`config.mk`:
```
export PLATFORM = sky130hd
export DESIGN_NAME = alu_seq
export DESIGN_NICKNAME = d
export VERILOG_FILES = /design/src/rtl/alu_seq.sv
export SDC_FILE = /design/constraint.sdc
export NUM_CORES = 1
export LEC_CHECK = 0
export CORE_UTILIZATION = 55
export DETAILED_ROUTE_END_ITERATION = 8
export HOLD_SLACK_MARGIN = 0.1
export PLACE_DENSITY = 0.79
export SETUP_SLACK_MARGIN = 0.02
export SLEW_MARGIN = 25
export SYNTH_ARGS = -nofsm -noshare
export SYNTH_HDL_FRONTEND = slang
export SYNTH_SLANG_ARGS = --single-unit
```
`constraint.sdc`:
```
create_clock -name clk -period 2.7 [get_ports clk]
set_input_delay 0.54 -clock clk [delete_from_list [all_inputs] [get_ports clk]]
set_output_delay 0.54 -clock clk [all_outputs]
set_load 0.02 [all_outputs]
```
`src/rtl/alu_seq.sv`:
```
// rtl/alu_seq.sv - sequential signed ALU: add/sub in one step, shift-add multiply, sign+magnitude outputs
// Define ALU_DIV_EN to make mode 11 a restoring signed divide; otherwise mode 11 multiplies.
`timescale 1ns/1ps

module alu_seq #(
  parameter int W = 4
) (
  input  logic           clk,
  input  logic           ar,
  input  logic           start,
  input  logic [W-1:0]   a,
  input  logic [W-1:0]   b,
  input  logic [1:0]     mode,
  output logic           busy,
  output logic           done,
  output logic           sign,
  output logic           sign_a,
  output logic           sign_b,
  output logic [2*W-1:0] f_out,
  output logic [2*W-1:0] a_out,
`ifdef ALU_DIV_EN
  output logic [2*W-1:0] b_out,
  output logic           div_zero
`else
  output logic [2*W-1:0] b_out
`endif
);

  localparam int W2 = 2 * W;
  localparam int CW = $clog2(W + 1);

  typedef enum logic [1:0] {IDLE, CALC, DONE} state_t;

  state_t        state;
  logic [1:0]    op;
  logic [W2-1:0] a_lat;
  logic [W2-1:0] b_lat;
  logic [W2-1:0] acc;
  logic [W2-1:0] op_x;
  logic [W2-1:0] op_y;
  logic [CW-1:0] cnt;

  logic [W2-1:0] a_ext;
  logic [W2-1:0] b_ext;
  logic [W2-1:0] a_mag;
  logic [W2-1:0] b_mag;
  logic [W2-1:0] sum_r;
  logic [W2-1:0] sum_mag;
  logic [W2-1:0] mul_add;

  assign a_ext   = {{W{a[W-1]}}, a};
  assign b_ext   = {{W{b[W-1]}}, b};
  assign a_mag   = a[W-1] ? -a_ext : a_ext;
  assign b_mag   = b[W-1] ? -b_ext : b_ext;
  assign sum_r   = op[0] ? (a_lat - b_lat) : (a_lat + b_lat);
  assign sum_mag = sum_r[W2-1] ? -sum_r : sum_r;
  assign mul_add = op_y[0] ? op_x : '0;

`ifdef ALU_DIV_EN
  // Remainder never exceeds the divisor, so W bits of acc plus the next dividend bit suffice.
  logic [W:0] rem_sh;
  logic [W:0] trial;
  assign rem_sh = {acc[W-1:0], op_x[W-1]};
  assign trial  = rem_sh - {1'b0, op_y[W-1:0]};
`endif

  always_ff @(posedge clk or negedge ar) begin
    if (!ar) begin
      state  <= IDLE;
      op     <= 2'b00;
      a_lat  <= '0;
      b_lat  <= '0;
      acc    <= '0;
      op_x   <= '0;
      op_y   <= '0;
      cnt    <= '0;
      busy   <= 1'b0;
      done   <= 1'b0;
      sign   <= 1'b0;
      sign_a <= 1'b0;
      sign_b <= 1'b0;
      f_out  <= '0;
      a_out  <= '0;
      b_out  <= '0;
`ifdef ALU_DIV_EN
      div_zero <= 1'b0;
`endif
    end else begin
      done <= 1'b0;
      case (state)
        IDLE: begin
          if (start) begin
            a_lat  <= a_ext;
            b_lat  <= b_ext;
            op     <= mode;
            a_out  <= a_mag;
            b_out  <= b_mag;
            sign_a <= a[W-1];
            sign_b <= b[W-1];
            acc    <= '0;
            op_x   <= a_mag;
            op_y   <= b_mag;
            cnt    <= CW'(W);
`ifdef ALU_DIV_EN
            div_zero <= 1'b0;
`endif
            if (mode[1]) begin
              state <= CALC;
              busy  <= 1'b1;
            end else begin
              state <= DONE;
            end
          end
        end

        CALC: begin
`ifdef ALU_DIV_EN
          if (op == 2'b11) begin
            // Quotient bits shift into op_x from the right as dividend bits leave at the top.
            if (trial[W]) begin
              acc  <= {{W{1'b0}}, rem_sh[W-1:0]};
              op_x <= {op_x[W2-2:0], 1'b0};
            end else begin
              acc  <= {{W{1'b0}}, trial[W-1:0]};
              op_x <= {op_x[W2-2:0], 1'b1};
            end
          end else begin
            acc  <= acc + mul_add;
            op_x <= op_x << 1;
            op_y <= op_y >> 1;
          end
`else
          acc  <= acc + mul_add;
          op_x <= op_x << 1;
          op_y <= op_y >> 1;
`endif
          cnt <= cnt - CW'(1);
          if (cnt == CW'(1)) begin
            state <= DONE;
            busy  <= 1'b0;
          end
        end

        DONE: begin
          if (!op[1]) begin
            f_out <= sum_mag;
            sign  <= sum_r[W2-1];
          end
`ifdef ALU_DIV_EN
          else if (op == 2'b11) begin
            if (b_lat == '0) begin
              f_out    <= '0;
              sign     <= 1'b0;
              div_zero <= 1'b1;
            end else begin
              f_out <= {{W{1'b0}}, op_x[W-1:0]};
              sign  <= (sign_a ^ sign_b) && (op_x[W-1:0] != '0);
            end
          end
`endif
          else begin
            f_out <= acc;
            sign  <= (sign_a ^ sign_b) && (acc != '0);
          end
          done  <= 1'b1;
          state <= IDLE;
        end

        default: state <= IDLE;
      endcase
    end
  end

endmodule
```
## After elaboration in Yosys (flattened, before gate mapping)

Index checks and enable logic that the tools add are counted.

- RAM bits: 0
- Bits in latches: 0
- Output and inout bits: 29
- Bits in registers: 68
- ROM bits: 0
- Memories kept: 0
- Input port bits: 13
- Word-level logic and storage cells: 62

- Divide/modulo/power cells: 0
- Bitwise logic cells: 1
- Reductions and logical operators: 8
- Shifts and indexed selects: 0
- Multipliers: 0
- Add/subtract/negate cells: 7
- Eq/ne operators: 6
- Magnitude comparators: 0
- Muxes and demuxes: 24

Operators with widths:

| cell | number |
|---|---|
| $mux W8 | 9 |
| $pmux W8 S2 | 3 |
| $neg A8 Y8 | 3 |
| $add A8 B8 Y8 | 1 |
| $reduce_bool A8 Y1 | 1 |
| $mux W2 | 3 |
| $ne A2 B2 Y1 const B | 3 |
| $pmux W3 S2 | 1 |
| $reduce_and A2 Y1 | 3 |
| $add A4 B4 Y5 | 1 |
| $mux W1 | 5 |
| $sub A4 B4 Y5 | 1 |
| $pmux W2 S2 | 1 |
| $reduce_and A4 Y1 | 1 |
| $eq A3 B1 Y1 const B | 1 |
| $mux W3 | 1 |
| $sub A3 B1 Y3 const B | 1 |
| $eq A2 B1 Y1 const B | 1 |
| $eq A2 B2 Y1 const B | 1 |
| $logic_not A2 Y1 | 1 |
| $pmux W1 S2 | 1 |
| $reduce_bool A2 Y1 | 1 |
| $logic_and A1 B1 Y1 | 1 |
| $xor A1 B1 Y1 | 1 |

## Depth between registers and ports, before layout

Gate-level depths: netlist (run 1).

- Depth in word-level cells: 5
- Depth in mapped cells: 11
- Depth with buffers taken out: 11

## Worst setup path after synthesis (run 1)

OpenSTA, ideal clock, no wires.

- Path type: register to register
- From: register b_out[0] (netlist name)
- To: register f_out[4]
- Period minus slack after synthesis: 2.393 ns
- Buffers on the path: 0
- Library setup time: 0.126 ns
- Arrival: 2.267 ns
- Data required time: 2.574 ns
- Cell stages (with the launch flop): 11
- Path slack: 0.307 ns
- Cell sequence: dfrtp_1 -> inv_1 -> ha_1 -> mux2_2 -> fa_1 -> nor2b_1 -> o21a_1 -> nor3_1 -> a22o_4 -> a221oi_1 -> nor2_1

RTL lines:

| element | RTL line | text |
|---|---|---|
| end signal: assignment | 146 | `f_out <= sum_mag;` |
| end: declaration | 19 | `output logic [2*W-1:0] f_out,` |

==> results of run 1 <==
-- report_power, final --
part	leakage (nW)	internal (mW)	switching, mW
combinational	0.940	1.21	1.42
clock	0.110	0.543	0.351
sequential	0.806	1.23	0.322
total	1.86	2.98	2.09
-- worst max path at each step --
| stage | start | to | slack (ns) | cells after the start |
|---|---|---|---|---|
| after detailed placement | b_out[0]$_DFFE_PN0P_ | f_out[4]$_DFFE_PN0P_ | 0.13 | 10 |
| after global placement | b_out[0]$_DFFE_PN0P_ | f_out[4]$_DFFE_PN0P_ | 0.23 | 10 |
| after global routing | b_out[0]$_DFFE_PN0P_ | f_out[1]$_DFFE_PN0P_ | -0.007 | 10 |
| final | b_out[0]$_DFFE_PN0P_ | f_out[4]$_DFFE_PN0P_ | 0.12 | 10 |
| after CTS | b_out[0]$_DFFE_PN0P_ | f_out[4]$_DFFE_PN0P_ | 0.10 | 10 |
| after floorplan | b_out[0]$_DFFE_PN0P_ | f_out[4]$_DFFE_PN0P_ | 0.31 | 10 |
-- final cells by class --
class	count	area, um2
sequential	62	1550
tap	72	90.1
inverter	21	80.1
timing repair buffer	50	473
fill	424	1630
clock buffer	12	145
clock inverter	4	70.1
multi-input combinational	221	1570
-- stage by stage --
step	util [%]	instance area (um2)
after floorplan	-	3270
after global placement	66.6	3740
after detailed placement	66.6	3740
after CTS	70.5	3950
after global routing	71.0	3980
final	71.0	3980
-- worst max-delay path: stages (launching register included) --
cell      delay [ns]
dfrtp_1         0.38
inv_1           0.08
ha_1            0.31
mux2_2          0.31
fa_2            0.40
nor2b_1         0.14
o21a_1          0.16
nor3_2          0.07
a22o_4          0.29
a221oi_1        0.25
nor2_1          0.06
-- per-layer routing --
layer	vias up	wire length [um]	share of wire, %	global-route usage [%]
li1	1204	-	-	-
met2	63	3360	48	38.4
met3	27	243	3.5	4.14
met4	0	274	3.9	16.7
met5	-	0	0	0
met1	1219	3110	45	31.3
-- state kept, by name, indices dropped and copies added, names as in the netlist, 2 cells and up --
name,count
op_y,8
op_x,8
acc,8
a_out,7
op,2
b_lat,2
b_out,7
cnt,3
f_out,8
state,2
a_lat,2
-- cells by family (layout without fill, tap and decap cells) --
kind of cell	count (synthesis)	after routing	synth area share [%]
xor gates and xnor gates	12	12	3.22
and+or+nand+nor	94	94	14.9
buffers and inverters	36	87	5.02
AOI/OAI and AO/OA	81	81	16.4
adders and majority gates	19	19	7.74
muxes	15	15	5.21
DFF	62	62	47.5
-- repair_timing --
action | 4_1_cts | 5_1_grt
setup buffers | 0 | 2
gates resized for setup | 0 | 3
setup endpoints to repair | 0 | 5
-- placed cells by master (no fill, tap or decap), drive strengths merged, types with 2 or more instances in the layout --
cell type      netlist  routed
nand2               40      40
a221oi               2       2
nor3b                2       2
a31oi                3       3
o21bai               2       2
o21ai               33      33
mux2                13      13
nor4                 4       4
nor3                 4       4
clkbuf               5      12
nand3                5       5
fa                   2       2
xnor2                9       9
a21o                 4       4
a22o                10      10
a211oi               2       2
or3b                 2       2
inv                 20      20
ha                  17      17
a22oi                7       7
nor2                 8       8
o21a                 2       2
clkdlybuf4s50        0      40
a21oi               12      12
mux2i                2       2
xor2                 3       3
clkinv               1       3
nor2b               11      11
dfrtp               62      62
buf                 10      10
and2                 9       9
nor4b                2       2
bufinv               0       2
nand2b               4       4
==> metrics.txt, run 1 <==
# TYPE chip_impl_metric gauge
chip_impl_info{name="outcome",value="complete, no violations"} 1
chip_impl_info{name="min-delay-path-class",value="primary input to async pin"} 1
chip_impl_metric{name="synth_top_cell_area_share",unit="%"} 47.5
chip_impl_info{name="synthFlopType",value="dfrtp_1"} 1
chip_impl_metric{name="clock_insertion_delay_worst_skew",unit="ns"} 0.34
chip_impl_info{name="post_synth_most_frequent_cells",value="62 x dfrtp_1, 39 x nand2_1, 30 x o21ai_0"} 1
chip_impl_metric{name="wl",unit="um"} 6990
chip_impl_info{name="worstReg2RegEnd",value="f_out[4]$_DFFE_PN0P_"} 1
chip_impl_metric{name="cts_made_buffers",unit=""} 9
chip_impl_metric{name="worst_clock_skew",unit="ns"} 0.00689
chip_impl_metric{name="r2r_slack",unit="ns"} 0.12
chip_impl_info{name="netlist.top_cell.by_area",value="dfrtp_1"} 1
chip_impl_metric{name="grt_antenna_before_repair",unit=""} 0
chip_impl_metric{name="tns",unit="ns"} 0
chip_impl_metric{name="synthCells",unit=""} 319
chip_impl_metric{name="worstPathArrival",unit="ns"} 2.80
chip_impl_metric{name="synth_seq_area_share",unit="%"} 47.5
chip_impl_metric{name="antenna-diode-count",unit=""} 0
chip_impl_info{name="cts_root_buf",value="clkbuf_8"} 1
chip_impl_metric{name="power_total",unit="mW"} 5.07
chip_impl_metric{name="dp_cells",unit=""} 424
chip_impl_metric{name="die-area",unit="um2"} 6250
chip_impl_metric{name="mappedNetlistArea",unit="um2"} 3270
chip_impl_metric{name="yosysWarningCount",unit=""} 0
chip_impl_metric{name="synth.lib_cells_used.distinct",unit=""} 52
chip_impl_metric{name="io_pins",unit=""} 42
chip_impl_metric{name="global_route_wire_length_before_repair",unit="um"} 11600
chip_impl_metric{name="chipHeight",unit="um"} 79.1
chip_impl_metric{name="detailed_place_hpwl",unit="um"} 5120
chip_impl_metric{name="hold_viol_final",unit=""} 0
chip_impl_metric{name="floorplan_core_area",unit="um2"} 5610
chip_impl_metric{name="ctsHoldBuffers",unit=""} 0
chip_impl_metric{name="critical_path_required",unit="ns"} 2.92
chip_impl_metric{name="synth_edf_count",unit=""} 0
chip_impl_metric{name="syn_avg_cell_area",unit="um2"} 10.2
chip_impl_metric{name="drt_first_iter_violations",unit=""} 101
chip_impl_info{name="synth_most_common_cell",value="dfrtp_1"} 1
chip_impl_metric{name="setup_viol_count_final",unit=""} 0
chip_impl_metric{name="globalRouteTotalUtil",unit="%"} 24.6
chip_impl_metric{name="clock_pin_slew_of_the_registers_on_the_worst_case_setup_and_hold_paths",unit="ns"} 0.07
chip_impl_info{name="synth.area.top_cells",value="dfrtp_1 47%, ha_1 6.5%, o21ai_0 4.6%, nand2_1 4.5%, mux2_2 4.1%"} 1
chip_impl_metric{name="post_synthesis_net_count",unit=""} 351
chip_impl_metric{name="ys_ff_latch",unit=""} 62
chip_impl_metric{name="final_critical_path_setup_slack",unit="ns"} 0.124
chip_impl_metric{name="drc",unit=""} 0
chip_impl_metric{name="chipWidth",unit="um"} 79.1
chip_impl_metric{name="grt-ovfl-total",unit=""} 0
chip_impl_metric{name="htreeDepth",unit=""} 3
chip_impl_metric{name="worst_ir_drop_vdd",unit="mV"} 0.946
chip_impl_metric{name="timing_max_transition_violations_final",unit=""} 0
chip_impl_metric{name="port_buffers",unit=""} 41
chip_impl_metric{name="cap_violations",unit=""} 0
chip_impl_metric{name="design.final.nets",unit=""} 397
chip_impl_metric{name="async_flop_share",unit="%"} 100
chip_impl_metric{name="worstRegToRegCells",unit=""} 10
chip_impl_metric{name="final_antenna_net_count",unit=""} 0
chip_impl_metric{name="area_delta_synth_final",unit="%"} 21.8
chip_impl_metric{name="power.static_leakage",unit="nW"} 1.86
chip_impl_metric{name="via_count",unit=""} 2513
chip_impl_metric{name="placement.setup.worst_slack",unit="ns"} 0.128
chip_impl_metric{name="fin_crit_sh",unit="%"} 95.4
chip_impl_metric{name="start_util",unit="%"} 58.3
chip_impl_metric{name="route.detailed.wl_per_inst",unit="um"} 15.8
chip_impl_metric{name="timing.critical_path.fanout_max",unit=""} 6
chip_impl_metric{name="drt_first_pass_iters",unit=""} 4
chip_impl_metric{name="max-slew-margin-rel",unit="%"} 55.2
chip_impl_metric{name="clkSinkCount",unit=""} 62
chip_impl_metric{name="finish.cell_count_without_fillers",unit=""} 442
chip_impl_info{name="criticalPathCategory",value="flop to flop"} 1
chip_impl_metric{name="routability_congestion",unit=""} 0.864
chip_impl_info{name="critical_path_sink_type",value="flop"} 1
chip_impl_metric{name="worstMarginPinSlew",unit="ns"} 0.662
chip_impl_metric{name="ctsLongestPathBuffers",unit=""} 2
chip_impl_metric{name="hold_ws",unit="ns"} 0.174
chip_impl_info{name="r2r-start",value="b_out[0]$_DFFE_PN0P_"} 1
chip_impl_metric{name="number_of_global_route_vias_before_repair",unit=""} 2532
chip_impl_info{name="cts_tree",value="yes"} 1
chip_impl_info{name="worstSetupStartpointType",value="flop"} 1
chip_impl_metric{name="layout_min_cycle_time",unit="ns"} 2.58
chip_impl_metric{name="powerDensity",unit="nW/um2"} 1270
chip_impl_metric{name="average_via_count_per_standard_cell",unit=""} 5.69
chip_impl_metric{name="drive_gt1_share",unit="%"} 14.1
chip_impl_metric{name="grt_max_degree",unit=""} 26
chip_impl_metric{name="fp-row-count",unit=""} 27
chip_impl_metric{name="fmax",unit="MHz"} 388
Power figures use the tool's default switching activity.
==> inputs of run 2 (changes only) <==
--- a/config.mk
+++ b/config.mk
@@ -5,10 +5,10 @@
 export SDC_FILE = /design/constraint.sdc
 export NUM_CORES = 1
 export LEC_CHECK = 0
-export CORE_UTILIZATION = 55
+export CORE_UTILIZATION = 50
 export DETAILED_ROUTE_END_ITERATION = 8
 export HOLD_SLACK_MARGIN = 0.1
-export PLACE_DENSITY = 0.79
+export PLACE_DENSITY = 0.73
 export SETUP_SLACK_MARGIN = 0.02
 export SLEW_MARGIN = 25
 export SYNTH_ARGS = -nofsm -noshare
==> run 2 against run 1 <==
  * Cell area fell by 0.53%
  * Total power fell by 5.1%
  * Core utilization fell by 8.3 points
  * Clock skew rose by 0.0022 ns
  * Non-clock buffer count fell by 2
  * Critical endpoint is now f_out[1]$_DFFE_PN0P_
==> metrics.txt, run 2 (same netlist as run 1, synthesis figures left out) <==
# TYPE chip_impl_metric gauge
chip_impl_metric{name="worstMarginPinSlew",unit="ns"} 0.584
chip_impl_metric{name="cellInternalPower",unit="mW"} 2.81
chip_impl_metric{name="power_total",unit="mW"} 4.82
chip_impl_metric{name="final_antenna_net_count",unit=""} 0
chip_impl_info{name="criticalPathCategory",value="flop to flop"} 1
chip_impl_metric{name="critical_path_required",unit="ns"} 2.92
chip_impl_metric{name="io_pins",unit=""} 42
chip_impl_metric{name="grt_max_degree",unit=""} 39
chip_impl_info{name="outcome",value="complete, no violations"} 1
chip_impl_metric{name="fp-row-count",unit=""} 29
chip_impl_metric{name="fin_crit_sh",unit="%"} 94.8
chip_impl_metric{name="worst_ir_drop_vdd",unit="mV"} 1.10
chip_impl_metric{name="wl",unit="um"} 6630
chip_impl_info{name="most_frequent_cells_in_the_layout",value="62 x dfrtp_1, 40 x clkdlybuf4s50_1, 39 x nand2_1"} 1
chip_impl_metric{name="drive_gt1_share",unit="%"} 13.9
chip_impl_metric{name="comb_power_share",unit="%"} 51.5
chip_impl_metric{name="ctsLongestPathBuffers",unit=""} 2
chip_impl_metric{name="grt-ovfl-total",unit=""} 0
chip_impl_info{name="leading_cell_type_in_the_layout_fill_and_taps_excluded",value="dfrtp_1"} 1
chip_impl_metric{name="clock_pin_slew_of_the_registers_on_the_worst_case_setup_and_hold_paths",unit="ns"} 0.07
chip_impl_metric{name="switching_part_of_the_total_power",unit="%"} 41.7
chip_impl_metric{name="finish.cell_count_without_fillers",unit=""} 445
chip_impl_metric{name="power_switching",unit="mW"} 2.01
chip_impl_metric{name="timing_max_transition_violations_final",unit=""} 0
chip_impl_metric{name="nFillCells",unit=""} 515
chip_impl_metric{name="cts_made_buffers",unit=""} 9
chip_impl_metric{name="worst_path_largest_cell_delay",unit="ns"} 0.40
chip_impl_metric{name="htreeDepth",unit=""} 3
chip_impl_info{name="worstSetupStartpointType",value="flop"} 1
chip_impl_info{name="cts_tree",value="yes"} 1
chip_impl_metric{name="clock_insertion_delay_worst_skew",unit="ns"} 0.35
chip_impl_metric{name="multi_input_area",unit="um2"} 1570
chip_impl_metric{name="start_util",unit="%"} 51.7
chip_impl_metric{name="route.detailed.wl_per_inst",unit="um"} 14.9
chip_impl_metric{name="global_route_wire_length_before_repair",unit="um"} 11700
chip_impl_metric{name="dp_cells",unit=""} 429
chip_impl_metric{name="port_buffers",unit=""} 41
chip_impl_metric{name="number_of_global_route_vias_before_repair",unit=""} 2439
chip_impl_metric{name="post_cts.repair.setup_buffers",unit=""} 0
chip_impl_info{name="critical-path-top-delay-family",value="adder cells"} 1
chip_impl_metric{name="die-area",unit="um2"} 6860
chip_impl_metric{name="area_delta_synth_final",unit="%"} 21.2
chip_impl_metric{name="worst_clock_skew",unit="ns"} 0.00912
chip_impl_metric{name="drc",unit=""} 0
chip_impl_metric{name="drt_first_iter_violations",unit=""} 108
chip_impl_metric{name="routability_congestion",unit=""} 0.863
chip_impl_metric{name="drt_first_pass_iters",unit=""} 4
chip_impl_metric{name="globalRouteTotalUtil",unit="%"} 21.7
chip_impl_metric{name="average_via_count_per_standard_cell",unit=""} 5.46
chip_impl_metric{name="chipWidth",unit="um"} 82.8
chip_impl_info{name="critical_path_sink_type",value="flop"} 1
chip_impl_metric{name="power.static_leakage",unit="nW"} 1.83
chip_impl_metric{name="worstPathArrival",unit="ns"} 2.78
chip_impl_metric{name="max-slew-margin-rel",unit="%"} 61.1
chip_impl_metric{name="hold_ws",unit="ns"} 0.184
chip_impl_info{name="crit_chain",value="inv_1 > ha_1 > mux2_2 > fa_2 > nor2b_1 > o21a_1 > o32a_1 > a22o_4 > mux2i_1 > o21ai_1"} 1
chip_impl_info{name="min-delay-path-class",value="primary input to async pin"} 1
chip_impl_metric{name="power_frac_seq",unit="%"} 32.1
chip_impl_metric{name="timing.critical_path.fanout_max",unit=""} 6
chip_impl_metric{name="grt_antenna_before_repair",unit=""} 0
chip_impl_info{name="cts_root_buf",value="clkbuf_8"} 1
chip_impl_info{name="crit_slowest_cell",value="fa_2"} 1
chip_impl_metric{name="tns",unit="ns"} 0
chip_impl_metric{name="layout_min_cycle_time",unit="ns"} 2.56
chip_impl_metric{name="hold_viol_final",unit=""} 0
chip_impl_metric{name="critical_path_buf_inv_count",unit=""} 1
chip_impl_metric{name="part_of_the_power_in_the_clock_network",unit="%"} 16.4
chip_impl_metric{name="powerDensity",unit="nW/um2"} 1220
chip_impl_metric{name="seqCellArea",unit="um2"} 1550
chip_impl_metric{name="setup_viol_count_final",unit=""} 0
chip_impl_metric{name="antenna-diode-count",unit=""} 0
chip_impl_metric{name="detailed_place_hpwl",unit="um"} 4850
chip_impl_metric{name="clkSinkCount",unit=""} 62
chip_impl_metric{name="cap_violations",unit=""} 0
chip_impl_metric{name="fmax",unit="MHz"} 391
chip_impl_info{name="grt_setup_unrepaired",value="yes"} 1
chip_impl_metric{name="design.final.nets",unit=""} 395
chip_impl_metric{name="floorplan_core_area",unit="um2"} 6310
chip_impl_metric{name="chipHeight",unit="um"} 82.8
chip_impl_metric{name="via_count",unit=""} 2428
run 2: cell types whose count changed in the layout (fill, tap and decap cells not counted), sizes merged:
cell / delta
clkbuf: -2
clkinvlp: +3
buf: -2
bufinv: -1
run 2: what timing repair did:
item / CTS / global route
gates resized for setup: 0 / 3
hold buffers: 0 / 0
endpoints found under the setup margin: 0 / 5
run 2: area by class of cell:
class / count / area share, %
clock inverter: 6 / 1.58
clock buffer: 10 / 3.22
inverter: 21 / 2.02
tap: 77 / 2.43
sequential: 62 / 39.2
timing repair buffer: 48 / 11.9
multi-input combinational: 221 / 39.7
run 2: worst paths after layout:
check,slack [ns],end,from,depth (start not counted)
max,0.14,f_out[1]$_DFFE_PN0P_,b_out[0]$_DFFE_PN0P_,10
min,0.18,a_out[0]$_DFFE_PN0P_,ar,1
max reg2reg,0.14,f_out[1]$_DFFE_PN0P_,b_out[0]$_DFFE_PN0P_,10
min reg2reg,0.47,f_out[6]$_DFFE_PN0P_,f_out[6]$_DFFE_PN0P_,2
max in group asynchronous,1.89,op_x[1]$_DFFE_PN0P_,ar,2
min in group clk,0.47,f_out[6]$_DFFE_PN0P_,f_out[6]$_DFFE_PN0P_,2
run 2: per-stage QoR:
step | area, um2 | util, % | setup slack [ns]
6_report | 3960 | 62.7 | 0.141
5_1_grt | 3960 | 62.7 | 0.0177
4_1_cts | 3950 | 62.5 | 0.0853
3_5_place_dp | 3750 | 59.5 | 0.116
3_3_place_gp | 3750 | 59.5 | 0.219
2_1_floorplan | 3270 | - | 0.307
run 2: power by group through the flow:
stage	Sequential (mW)	Combinational [mW]	Clock, mW
after floorplan	1.56	1.73	0
after global placement	1.54	2.37	0
after detailed placement	1.56	2.44	0
after CTS	1.54	2.46	0.813
after global routing	1.60	2.76	0.855
final	1.54	2.48	0.790
run 2: routing by layer:
| metal | GRT usage, % | share of wire [%] | up-vias |
|---|---|---|---|
| li1 | - | - | 1198 |
| met1 | 27.9 | 45 | 1161 |
| met2 | 35.2 | 49 | 60 |
| met3 | 5.96 | 4.7 | 9 |
| met4 | 7.68 | 1.3 | 0 |
| met5 | 0 | 0 | - |
==> inputs of run 3 (changes only) <==
--- a/config.mk
+++ b/config.mk
@@ -5,10 +5,10 @@
 export SDC_FILE = /design/constraint.sdc
 export NUM_CORES = 1
 export LEC_CHECK = 0
-export CORE_UTILIZATION = 50
+export CORE_UTILIZATION = 45
 export DETAILED_ROUTE_END_ITERATION = 8
 export HOLD_SLACK_MARGIN = 0.1
-export PLACE_DENSITY = 0.73
+export PLACE_DENSITY = 0.67
 export SETUP_SLACK_MARGIN = 0.02
 export SLEW_MARGIN = 25
 export SYNTH_ARGS = -nofsm -noshare
==> run 3 against run 2 <==
  * Register-to-register slack is essentially flat
  * Total power grew 0.51%
  * Cell area grew 0.82%
  * Critical path type unchanged
  * Critical endpoint is now f_out[3]$_DFFE_PN0P_
  * Highest routed layer unchanged
==> metrics.txt, run 3 (same netlist as run 1, synthesis figures left out) <==
# TYPE chip_impl_metric gauge
chip_impl_metric{name="worstPathArrival",unit="ns"} 2.83
chip_impl_metric{name="drt_first_pass_iters",unit=""} 4
chip_impl_metric{name="globalRouteTotalUtil",unit="%"} 19.6
chip_impl_metric{name="global_route_wire_length_before_repair",unit="um"} 11300
chip_impl_metric{name="grt_max_degree",unit=""} 29
chip_impl_info{name="worstSetupStartpointType",value="flop"} 1
chip_impl_metric{name="port_buffers",unit=""} 41
chip_impl_metric{name="wl_met2",unit="um"} 3140
chip_impl_metric{name="worst_clock_skew",unit="ns"} 0.00995
chip_impl_metric{name="die-area",unit="um2"} 7600
chip_impl_metric{name="power_total",unit="mW"} 4.84
chip_impl_metric{name="r2r_slack",unit="ns"} 0.16
chip_impl_info{name="leading_cell_type_in_the_layout_fill_and_taps_excluded",value="dfrtp_1"} 1
chip_impl_info{name="min-delay-path-class",value="primary input to async pin"} 1
chip_impl_metric{name="finish.cell_count_without_fillers",unit=""} 467
chip_impl_metric{name="grt_antenna_before_repair",unit=""} 0
chip_impl_metric{name="drive_gt1_share",unit="%"} 14.8
chip_impl_metric{name="drt_first_iter_violations",unit=""} 90
chip_impl_metric{name="dp_cells",unit=""} 449
chip_impl_metric{name="final_critical_path_setup_slack",unit="ns"} 0.156
chip_impl_metric{name="hold_viol_final",unit=""} 0
chip_impl_metric{name="antenna-diode-count",unit=""} 0
chip_impl_info{name="cts_tree",value="yes"} 1
chip_impl_metric{name="route.detailed.wl_per_inst",unit="um"} 14.1
chip_impl_metric{name="area_delta_synth_final",unit="%"} 22.2
chip_impl_metric{name="placement.setup.worst_slack",unit="ns"} 0.145
chip_impl_metric{name="fp-row-count",unit=""} 30
chip_impl_info{name="crit_end",value="f_out[3]$_DFFE_PN0P_"} 1
chip_impl_metric{name="wl_met3",unit="um"} 299
chip_impl_metric{name="average_via_count_per_standard_cell",unit=""} 5.22
chip_impl_metric{name="drc",unit=""} 0
chip_impl_metric{name="wl_met1",unit="um"} 3050
chip_impl_metric{name="fmax",unit="MHz"} 393
chip_impl_metric{name="number_of_global_route_vias_before_repair",unit=""} 2449
chip_impl_metric{name="max-slew-margin-rel",unit="%"} 60.0
chip_impl_metric{name="chipHeight",unit="um"} 87.2
chip_impl_metric{name="setup_viol_count_final",unit=""} 0
chip_impl_metric{name="chipWidth",unit="um"} 87.2
chip_impl_metric{name="io_pins",unit=""} 42
chip_impl_metric{name="floorplan_core_area",unit="um2"} 6910
chip_impl_metric{name="clock_pin_slew_of_the_registers_on_the_worst_case_setup_and_hold_paths",unit="ns"} 0.07
chip_impl_metric{name="grt-ovfl-total",unit=""} 0
chip_impl_metric{name="worst_ir_drop_vdd",unit="mV"} 0.564
chip_impl_info{name="startpoint",value="b_out[0]$_DFFE_PN0P_"} 1
chip_impl_metric{name="critical_path_required",unit="ns"} 2.98
chip_impl_metric{name="wl",unit="um"} 6590
chip_impl_metric{name="powerDensity",unit="nW/um2"} 1210
chip_impl_metric{name="clkSinkCount",unit=""} 62
chip_impl_metric{name="stdcell_area",unit="um2"} 3990
chip_impl_info{name="cts_root_buf",value="clkbuf_8"} 1
chip_impl_metric{name="start_util",unit="%"} 47.3
chip_impl_metric{name="layout_min_cycle_time",unit="ns"} 2.54
chip_impl_metric{name="via_count",unit=""} 2437
chip_impl_metric{name="placed_area",unit="um2"} 3770
chip_impl_metric{name="routability_congestion",unit=""} 0.864
chip_impl_info{name="route.top_layer_used",value="met4"} 1
chip_impl_info{name="criticalPathCategory",value="flop to flop"} 1
chip_impl_info{name="outcome",value="complete, no violations"} 1
chip_impl_metric{name="timing_max_transition_violations_final",unit=""} 0
chip_impl_metric{name="ctsLongestPathBuffers",unit=""} 2
chip_impl_metric{name="detailed_place_hpwl",unit="um"} 4880
chip_impl_info{name="worstReg2RegEnd",value="f_out[3]$_DFFE_PN0P_"} 1
chip_impl_metric{name="worstRegToRegCells",unit=""} 12
chip_impl_metric{name="cap_violations",unit=""} 0
chip_impl_metric{name="power.static_leakage",unit="nW"} 1.85
chip_impl_info{name="r2r-start",value="b_out[0]$_DFFE_PN0P_"} 1
chip_impl_metric{name="design.final.nets",unit=""} 398
chip_impl_metric{name="nFillCells",unit=""} 644
chip_impl_metric{name="hold_ws",unit="ns"} 0.199
chip_impl_metric{name="timing.critical_path.fanout_max",unit=""} 4
chip_impl_metric{name="cts_made_buffers",unit=""} 9
chip_impl_metric{name="worstMarginPinSlew",unit="ns"} 0.600
chip_impl_info{name="most_frequent_cells_in_the_layout",value="62 x dfrtp_1, 40 x clkdlybuf4s50_1, 39 x nand2_1"} 1
chip_impl_metric{name="final_antenna_net_count",unit=""} 0
chip_impl_metric{name="fin_crit_sh",unit="%"} 94.2
chip_impl_info{name="critical_path_sink_type",value="flop"} 1
chip_impl_metric{name="htreeDepth",unit=""} 3
chip_impl_metric{name="clock_insertion_delay_worst_skew",unit="ns"} 0.34
[run 3: cell type report]
| class | count | area (um2) | area share (%) |
|---|---|---|---|
| clock buffer | 13 | 169 | 4.23 |
| clock inverter | 3 | 17.5 | 0.439 |
| inverter | 21 | 80.1 | 2.01 |
| multi-input combinational | 221 | 1570 | 39.4 |
| sequential | 62 | 1550 | 38.9 |
| tap | 96 | 120 | 3.01 |
| timing repair buffer | 51 | 480 | 12.0 |
[run 3: layer usage]
metal,track usage (%),up-vias
li1,-,1209
met1,24.7,1171
met2,32.5,46
met3,6.07,11
met4,5.81,0
met5,0,-
[run 3: stage by stage]
stage	TNS (ns)	utilization, %
after detailed placement	0	54.6
final	0	57.8
after CTS	0	57.3
after global routing	-0.0103	57.8
after global placement	0	54.6
after floorplan	0	-
[run 3: how the worst min path moves through the flow]
stage                              start                    to  slack, ns  depth (start not counted)
floorplan                             ar  a_lat[1]$_DFFE_PN0P_       0.24                          0
global placement    f_out[7]$_DFFE_PN0P_  f_out[7]$_DFFE_PN0P_       0.45                          2
detailed placement  f_out[3]$_DFFE_PN0P_  f_out[3]$_DFFE_PN0P_       0.46                          2
CTS                                   ar  a_out[0]$_DFFE_PN0P_       0.22                          1
global route                          ar  a_out[0]$_DFFE_PN0P_       0.25                          1
finish                                ar  a_out[0]$_DFFE_PN0P_       0.20                          1
[run 3: repair_timing]
action	CTS	global route
setup endpoints to repair	0	4
resized for setup	0	4
setup buffers	0	2
hold buffers	0	0
[run 3: report_power, final]
part           switching (mW)  internal [mW]
clock network           0.347          0.405
logic                    1.34           1.20
registers               0.322           1.23
total                    2.01           2.83
[run 3: critical path: stages, from the launching register on]
cell and delay, ns:
dfrtp_1 0.37, inv_1 0.08, ha_1 0.22, nor2_1 0.14
xnor2_1 0.15, ha_2 0.33, buf_4 0.15, nand3b_1 0.10
a21oi_1 0.08, or3b_1 0.39, a221oi_1 0.28, a211oi_1 0.11
nand2_1 0.08
